## config.mk

```make
export PLATFORM = sky130hd
export DESIGN_NAME = fetch_stage
export DESIGN_NICKNAME = d
export VERILOG_FILES = /design/src/rtl/riscv_pkg.sv /design/src/rtl/fetch_queue.sv /design/src/rtl/fetch_stage.sv
export SDC_FILE = /design/constraint.sdc
export NUM_CORES = 1
export LEC_CHECK = 0
export CAP_MARGIN = 20
export CORE_MARGIN = 8
export CORE_UTILIZATION = 44
export DETAILED_ROUTE_END_ITERATION = 8
export PLACE_DENSITY = 0.82
export REMOVE_ABC_BUFFERS = 1
export SLEW_MARGIN = 20
export SYNTH_ARGS = -nofsm -noshare
export SYNTH_HDL_FRONTEND = slang
export SYNTH_SLANG_ARGS = --single-unit
```

## constraint.sdc

```tcl
create_clock -name clk -period 5.7 [get_ports clk]
set_clock_uncertainty 0.2 [all_clocks]
set_input_delay 0.855 -clock clk [delete_from_list [all_inputs] [get_ports clk]]
set_output_delay 0.855 -clock clk [all_outputs]
set_load 0.005 [all_outputs]
```

## src/rtl/riscv_pkg.sv

```systemverilog
// Shared types and constants for the riscv core front end.
package riscv_pkg;

    localparam int XLEN          = 32;
    localparam int FETCH_Q_DEPTH = 2;
    localparam int FETCH_Q_CW    = $clog2(FETCH_Q_DEPTH + 1);
    localparam logic [XLEN-1:0] INST_NOP = 32'h0000_0013;

    typedef struct packed {
        logic [XLEN-1:0] inst;
        logic [XLEN-1:0] pc;
    } fetch_entry_t;

endpackage

```

## src/rtl/fetch_queue.sv

```systemverilog
// Small FIFO of fetched instructions with synchronous flush; head reads 0 when empty.
module fetch_queue
    import riscv_pkg::*;
(
    input  logic                  clk,
    input  logic                  rst,
    input  logic                  push,
    input  logic                  pop,
    input  logic                  flush,
    input  fetch_entry_t          din,
    output fetch_entry_t          head,
    output logic [FETCH_Q_CW-1:0] count
);

    localparam int PW = $clog2(FETCH_Q_DEPTH);

    fetch_entry_t   entries [FETCH_Q_DEPTH];
    logic [PW-1:0]  rd_ptr;
    logic [PW-1:0]  wr_ptr;

    always_ff @(posedge clk or posedge rst) begin
        if (rst) begin
            rd_ptr <= '0;
            wr_ptr <= '0;
            count  <= '0;
            for (int i = 0; i < FETCH_Q_DEPTH; i++) entries[i] <= '0;
        end else if (flush) begin
            rd_ptr <= '0;
            wr_ptr <= '0;
            count  <= '0;
        end else begin
            if (push) begin
                entries[wr_ptr] <= din;
                wr_ptr          <= wr_ptr + 1'b1;
            end
            if (pop) rd_ptr <= rd_ptr + 1'b1;
            count <= count + FETCH_Q_CW'(push) - FETCH_Q_CW'(pop);
        end
    end

    assign head = (count != '0) ? entries[rd_ptr] : '0;

endmodule

```

## src/rtl/fetch_stage.sv

```systemverilog
// Instruction fetch front end: PC, imem issue, redirect/kill, fault halt, decode queue.
// Optional FETCH_PERF_EN builds the fetched/flushed performance counters.
module fetch_stage
    import riscv_pkg::*;
#(
    parameter int          IMEM_DEPTH = 60,
    parameter logic [31:0] RESET_PC   = 32'h0000_0000
) (
    input  logic        clk,
    input  logic        rst,
    output logic        imem_en,
    output logic [31:0] imem_addr,
    input  logic [31:0] imem_rdata,
    input  logic        redirect_valid,
    input  logic [31:0] redirect_pc,
    output logic        out_valid,
    input  logic        out_ready,
    output logic [31:0] out_inst,
    output logic [31:0] out_pc,
    output logic        fetch_err,
    output logic [31:0] perf_fetched,
    output logic [31:0] perf_flushed
);

    localparam int RW = FETCH_Q_CW + 1;
    localparam logic [XLEN:0] PC_LIMIT = 33'(IMEM_DEPTH) << 2;

    logic [XLEN-1:0]       pc;
    logic [XLEN-1:0]       inflight_pc;
    logic                  inflight;
    logic                  err;
    logic [FETCH_Q_CW-1:0] q_count;
    logic [RW-1:0]         occ;
    fetch_entry_t          head;
    fetch_entry_t          din;
    logic                  pop;
    logic                  push;
    logic                  can_issue;
    logic                  in_range;
    logic                  issue;

    assign out_valid = (q_count != '0);
    assign pop       = out_valid && out_ready;
    assign occ       = RW'(q_count) + RW'(inflight) - RW'(pop);
    assign can_issue = !rst && !err && !redirect_valid && (occ < RW'(FETCH_Q_DEPTH));
    assign in_range  = ({1'b0, pc} < PC_LIMIT);
    assign issue     = can_issue && in_range;

    // A redirect in the response cycle kills the returning word.
    assign push      = inflight && !redirect_valid;
    assign din       = '{inst: imem_rdata, pc: inflight_pc};

    assign imem_en   = issue;
    assign imem_addr = pc;
    assign fetch_err = err;
    assign out_inst  = head.inst;
    assign out_pc    = head.pc;

    always_ff @(posedge clk or posedge rst) begin
        if (rst) begin
            pc          <= RESET_PC;
            inflight_pc <= '0;
            inflight    <= 1'b0;
            err         <= 1'b0;
        end else begin
            inflight <= issue;
            if (issue) begin
                inflight_pc <= pc;
                pc          <= pc + 32'd4;
            end
            if (redirect_valid) pc <= {redirect_pc[31:2], 2'b00};
            if ((redirect_valid && redirect_pc[1:0] != 2'b00) || (can_issue && !in_range))
                err <= 1'b1;
        end
    end

    fetch_queue u_queue (
        .clk   (clk),
        .rst   (rst),
        .push  (push),
        .pop   (pop),
        .flush (redirect_valid),
        .din   (din),
        .head  (head),
        .count (q_count)
    );

`ifdef FETCH_PERF_EN
    logic [31:0] fetched_cnt;
    logic [31:0] flushed_cnt;

    always_ff @(posedge clk or posedge rst) begin
        if (rst) begin
            fetched_cnt <= '0;
            flushed_cnt <= '0;
        end else begin
            fetched_cnt <= fetched_cnt + 32'(pop);
            // Entries accepted by decode in the redirect cycle are not flushed.
            if (redirect_valid)
                flushed_cnt <= flushed_cnt + 32'(q_count) + 32'(inflight) - 32'(pop);
        end
    end

    assign perf_fetched = fetched_cnt;
    assign perf_flushed = flushed_cnt;
`else
    assign perf_fetched = '0;
    assign perf_flushed = '0;
`endif

endmodule

```

==> results.cfg, run 1 <==
[pwr]
leakagePower_nw = 4.97
powerDensity_nw_per_um2 = 276
peakVddDrop_mv = 0.193
total_power_mw = 3.03

[sta]
setup_tns_ns = 0
setup_viol = 0
period_share = 0.788
slew_viol_final = 0
hold_viol_final = 0
setup_slack_ns = 1.21
fin_crit_ns = 4.49
max_freq_mhz = 223
rsz0062_at_grt = false
tightest_slew_ns = 0.944
slew_headroom = 0.371

[clock_tree]
post_cts_buffers = 0
cts_buffer_depth = 2
clk_latency_ns = 0.42
tritoncts = done
cts_resized = 0
cts_max_level = 4
cts_sinks = 190
cts_inserted_buffers = 17
clk_pin_slew_worst_paths_ns = 0.07
holdBufCountCts = 0
cts_root_buf = clkbuf_16

[floorplan]
rows = 51
initial_core_util = 0.449
die_w_um = 157
core-area_um2 = 19500
die-area_um2 = 24600
top_level_ports = 231
die_y_um = 157

[global_route]
grtUsageTotal = 0.154
overflow = 0
antenna_found_initial = 0
grt_max_degree = 107
grt_pass1_vias = 5833
grt_first_pass_wirelength_um = 30200

[yosys]
async_flop_share = 1.00
ys_warn_count = 0
synth.avg_cell_area_um2 = 12.9
synth_cell_types = 39
synth_cells = 675
ys_ff_latch = 190
synth_edf_count = 0
netlist_area_um2 = 8740
synth_flop_cell = dfrtp_1
ys_seq_area_frac = 0.544

[worst_hold_path]
worstHoldPathCells = 1
hold_path_end = u_queue.entries[101]
hold_path_class = reg -> reg
min_from = u_queue.entries[101]

[worst_setup_path]
cp_common_cell = clkdlybuf4s50_1
end_kind = output pin
rr_endpoint = inflight_pc[3]
crit_buf_inv = 3
start_kind = input port
critical-path-top-delay-family = buffers and inverters
worst_r2r_path_depth = 12
slowest_delay_ns = 0.55
critPathSlowestCell = clkdlybuf4s50_1
worst-path-max-fanout = 4
crit_required_ns = 4.64
rrSetupSlack_ns = 2.28
crit_arrival_ns = 3.44
crit_type = in -> out
cp_cell_sequence = clkdlybuf4s50_1 > and2_1 > ha_1 > inv_1 > nand2_1 > fa_1 > nor4b_4 > nand2_2 > nor3_4 > clkdlybuf4s50_1
r2r_start = u_queue.count[1]

[final_layout]
diodes = 0
fin_util = 0.564
final_cell_mix = dfrtp_1, clkdlybuf4s50_1, mux2_2
drive_above_1_share = 0.246
final_common_cell = dfrtp_1
area_delta_synth_final_pct = 25.7
fin_nets = 900
fin_area_um2 = 11000

[route]
drc_errors = 0
first_pass_iters = 5
drt_wl_total_um = 18700
wl_per_cell_um = 16.9
vias = 5331
via_per_inst = 4.82
ant_nets = 0
dr.first_iter.drc_count = 200

[placement]
port_buffers = 162
dp_hpwl_um = 12700
routabilityCongestion = 0.720
dpl_cell_area_um2 = 10300
dp_slack_ns = 1.18

[run_status]
outcome = complete, no violations

[flow_run]
drv_cap = 0
-- final cells by class --
class | instances | area, um2
fill | 1643 | 8490
sequential | 190 | 4760
multi-input combinational | 436 | 3520
timing repair buffer | 171 | 1690
clock buffer | 17 | 425
tap | 265 | 332
clock inverter | 15 | 201
inverter | 11 | 46.3
-- worst max path at each step --
stage	start	slack (ns)	depth (start not counted)	to
2_1_floorplan	rst	-0.53	1	fetch_err
3_3_place_gp	out_ready	1.17	10	imem_en
3_5_place_dp	out_ready	1.18	10	imem_en
4_1_cts	out_ready	1.17	10	imem_en
5_1_grt	out_ready	1.03	10	imem_en
6_report	out_ready	1.21	10	imem_en
-- cell families (layout without fill, tap and decap cells) --
family | after synthesis | count (layout) | synth area share
AND/OR/NAND/NOR | 131 | 131 | 0.0789
flip-flops | 190 | 190 | 0.544
multiplexers | 216 | 216 | 0.270
buffers and inverters | 116 | 214 | 0.0831
XOR/XNOR | 4 | 4 | 0.00401
other | 1 | 68 | 0.000429
AO/OA/AOI/OAI | 12 | 12 | 0.0117
adder cells (fa/ha/maj) | 5 | 5 | 0.00802
-- per-stage QoR --
| step | instances | hold slack [ns] |
|---|---|---|
| 4_1_cts | 1105 | 0.309 |
| 3_5_place_dp | 1073 | 0.293 |
| 3_3_place_gp | 1073 | 0.286 |
| 6_report | 1105 | 0.305 |
| 5_1_grt | 1105 | 0.321 |
| 2_1_floorplan | 637 | 0.271 |
-- power by group --
group / switching, mW / internal [mW]
logic: 0.165 / 0.170
registers: 0.0662 / 1.38
clock network: 0.538 / 0.708
total: 0.770 / 2.26
-- flip-flops by register name, summed over array words and instances, names as in the netlist --
| signal | flops |
|---|---|
| u_queue.entries | 124 |
| imem_addr | 30 |
| inflight_pc | 30 |
| u_queue.count | 2 |
| fetch_err | 1 |
| inflight | 1 |
| u_queue.rd_ptr | 1 |
| u_queue.wr_ptr | 1 |
-- routing by layer --
layer  up-vias  GRT usage  part of all wire
met3         6     0.0718              0.11
met2       179      0.249              0.46
met5         -          0                 0
met1      2660      0.184              0.42
li1       2486          -                 -
met4         0     0.0348            0.0048
-- Yosys cell counts (4+ instances only) --
cell,number,area [um2]
nor2_1,69,259
xnor2_1,4,35.0
buf_4,68,510
nor2b_1,28,175
inv_1,11,41.3
nor4_2,4,50.1
clkbuf_1,11,41.3
mux2i_1,62,621
ha_1,4,50.1
dfrtp_1,190,4750
nor4_1,4,25.0
mux2_2,153,1720
buf_2,22,110
nand2_1,7,26.3
(Power assumes the default switching activity.)
==> run 2, diff against run 1 <==
CORE_UTILIZATION = 49   (was 44)
PLACE_DENSITY = 0.87   (was 0.82)
clock period = 4.2 ns   (was 5.7 ns; I/O delays follow)
==> run 2 against run 1 <==
Compared with the run above: clock-buffer cell count grew 3; global-route usage grew 0.91 points; flip-flop and latch count is the same; power grew 36%; worst hold slack lost 0.00064 ns; sequential power grew 34%; register-to-register slack lost 1.5 ns; critical path type is now reg -> out; largest power group unchanged.
==> results.cfg, run 2 (synthesized netlist as in run 1, its figures left out) <==
[route]
first_pass_iters = 4
wl_per_cell_um = 17.2
dr.first_iter.drc_count = 164
ant_nets = 0
vias = 5447
drt_wl_total_um = 18500
via_per_inst = 5.09
drc_errors = 0

[sta]
max_freq_mhz = 259
hold_viol_final = 0
setup_slack_ns = 0.342
period_share = 0.918
tightest_slew_ns = 0.709
slew_headroom = 0.527
rsz0062_at_grt = false
setup_viol = 0
hold_slack_ns = 0.304
slew_viol_final = 0
fin_crit_ns = 3.86

[pwr]
leakagePower_nw = 4.99
total_power_mw = 4.13
powerDensity_nw_per_um2 = 376
peakVddDrop_mv = 0.266

[clock_tree]
cts_sinks = 190
clk_latency_ns = 0.42
cts_max_level = 4
cts_root_buf = clkbuf_16
cts_inserted_buffers = 17
clk_pin_slew_worst_paths_ns = 0.07
holdBufCountCts = 0
cts_buffer_depth = 2
tritoncts = done
cts_resized = 2
post_cts_buffers = 0

[final_layout]
final_cell_mix = dfrtp_1, clkdlybuf4s50_1, mux2_2
area_delta_synth_final_pct = 25.7
drive_above_1_share = 0.248
diodes = 0
largest_reg_flops = 124
regMostFlops = u_queue.entries
fin_nets = 902
final_common_cell = dfrtp_1

[worst_setup_path]
crit_path_start = u_queue.count[1]
cp_num_cells = 11
crit_arrival_ns = 3.03
crit_type = reg -> out
cp_common_cell = inv_1
end_kind = output pin
slowest_delay_ns = 0.49
crit_buf_inv = 3
r2r_start = u_queue.count[1]
start_kind = flop
crit_required_ns = 3.37
critical-path-top-delay-family = simple AND/OR/NAND/NOR gates
worst_r2r_path_depth = 12
cp_cell_sequence = nor2_4 > inv_1 > and2_1 > ha_1 > inv_1 > nand2_1 > fa_1 > nor4b_4 > nand2_2 > nor3_4 > dlygate4sd2_1
critPathSlowestCell = fa_1
worst-path-max-fanout = 4

[floorplan]
top_level_ports = 231
die-area_um2 = 22400
die_w_um = 150
die_y_um = 150
initial_core_util = 0.493
rows = 49
core-area_um2 = 17700

[global_route]
grt_first_pass_wirelength_um = 29200
overflow = 0
grt_pass1_vias = 5757
grtUsageTotal = 0.163
antenna_found_initial = 0
grt_max_degree = 85

[placement]
routabilityCongestion = 0.745
dp_slack_ns = 0.0346
dp_hpwl_um = 12800
port_buffers = 162

[worst_hold_path]
worstHoldPathCells = 1
hold_path_class = reg -> reg
min_from = u_queue.entries[88]

[flow_run]
drv_cap = 0

[run_status]
outcome = complete, no violations
[run 2: worst reg2reg max path, delay by kind of cell, from the launching register on]
kind          cells  cell delay, ns
mux               1            0.41
buf+inv           3            0.56
fa+ha+maj         2            0.79
simple gates      6            0.96
flops             1            0.46
[run 2: cell type report]
cell class / count / area (um2)
clock buffers: 20 / 457
clock inverters: 12 / 180
fillers: 1389 / 6740
inverters: 11 / 46.3
multi-input cells: 436 / 3520
flip-flops and latches: 190 / 4760
well taps: 229 / 287
repair buffers: 173 / 1730
[run 2: final timing paths]
check	slack, ns	end
hold / removal	0.30	u_queue.entries[88]
setup / recovery	0.34	imem_en
setup reg to reg	0.73	inflight_pc[5]
max in group asynchronous	2.41	u_queue.entries[61]
min in group asynchronous	0.53	u_queue.count[1]
hold reg to reg	0.30	u_queue.entries[88]
[run 2: per-layer routing]
| metal | GRT usage | part of all wire | up-vias |
|---|---|---|---|
| met3 | 0.0680 | 0.10 | 17 |
| met5 | 0 | 0 | - |
| met2 | 0.273 | 0.48 | 187 |
| met1 | 0.188 | 0.41 | 2758 |
| met4 | 0.0485 | 0.011 | 0 |
| li1 | - | - | 2485 |
[run 2: stage by stage]
| step | setup TNS, ns | utilization | instances | area (um2) |
|---|---|---|---|---|
| finish | 0 | 0.620 | 1071 | 11000 |
| global route | 0 | 0.620 | 1071 | 11000 |
| CTS | 0 | 0.620 | 1071 | 11000 |
| detailed placement | 0 | 0.584 | 1039 | 10300 |
| global placement | 0 | 0.584 | 1039 | 10300 |
| floorplan | -396.04 | - | 637 | 8300 |
[run 2: where the power goes]
part / internal, mW / leakage [nW] / total [mW] / switching [mW]
Combinational: 0.235 / 2.11 / 0.481 / 0.246
Clock: 1.03 / 0.307 / 1.71 / 0.674
Sequential: 1.87 / 2.57 / 1.94 / 0.0693
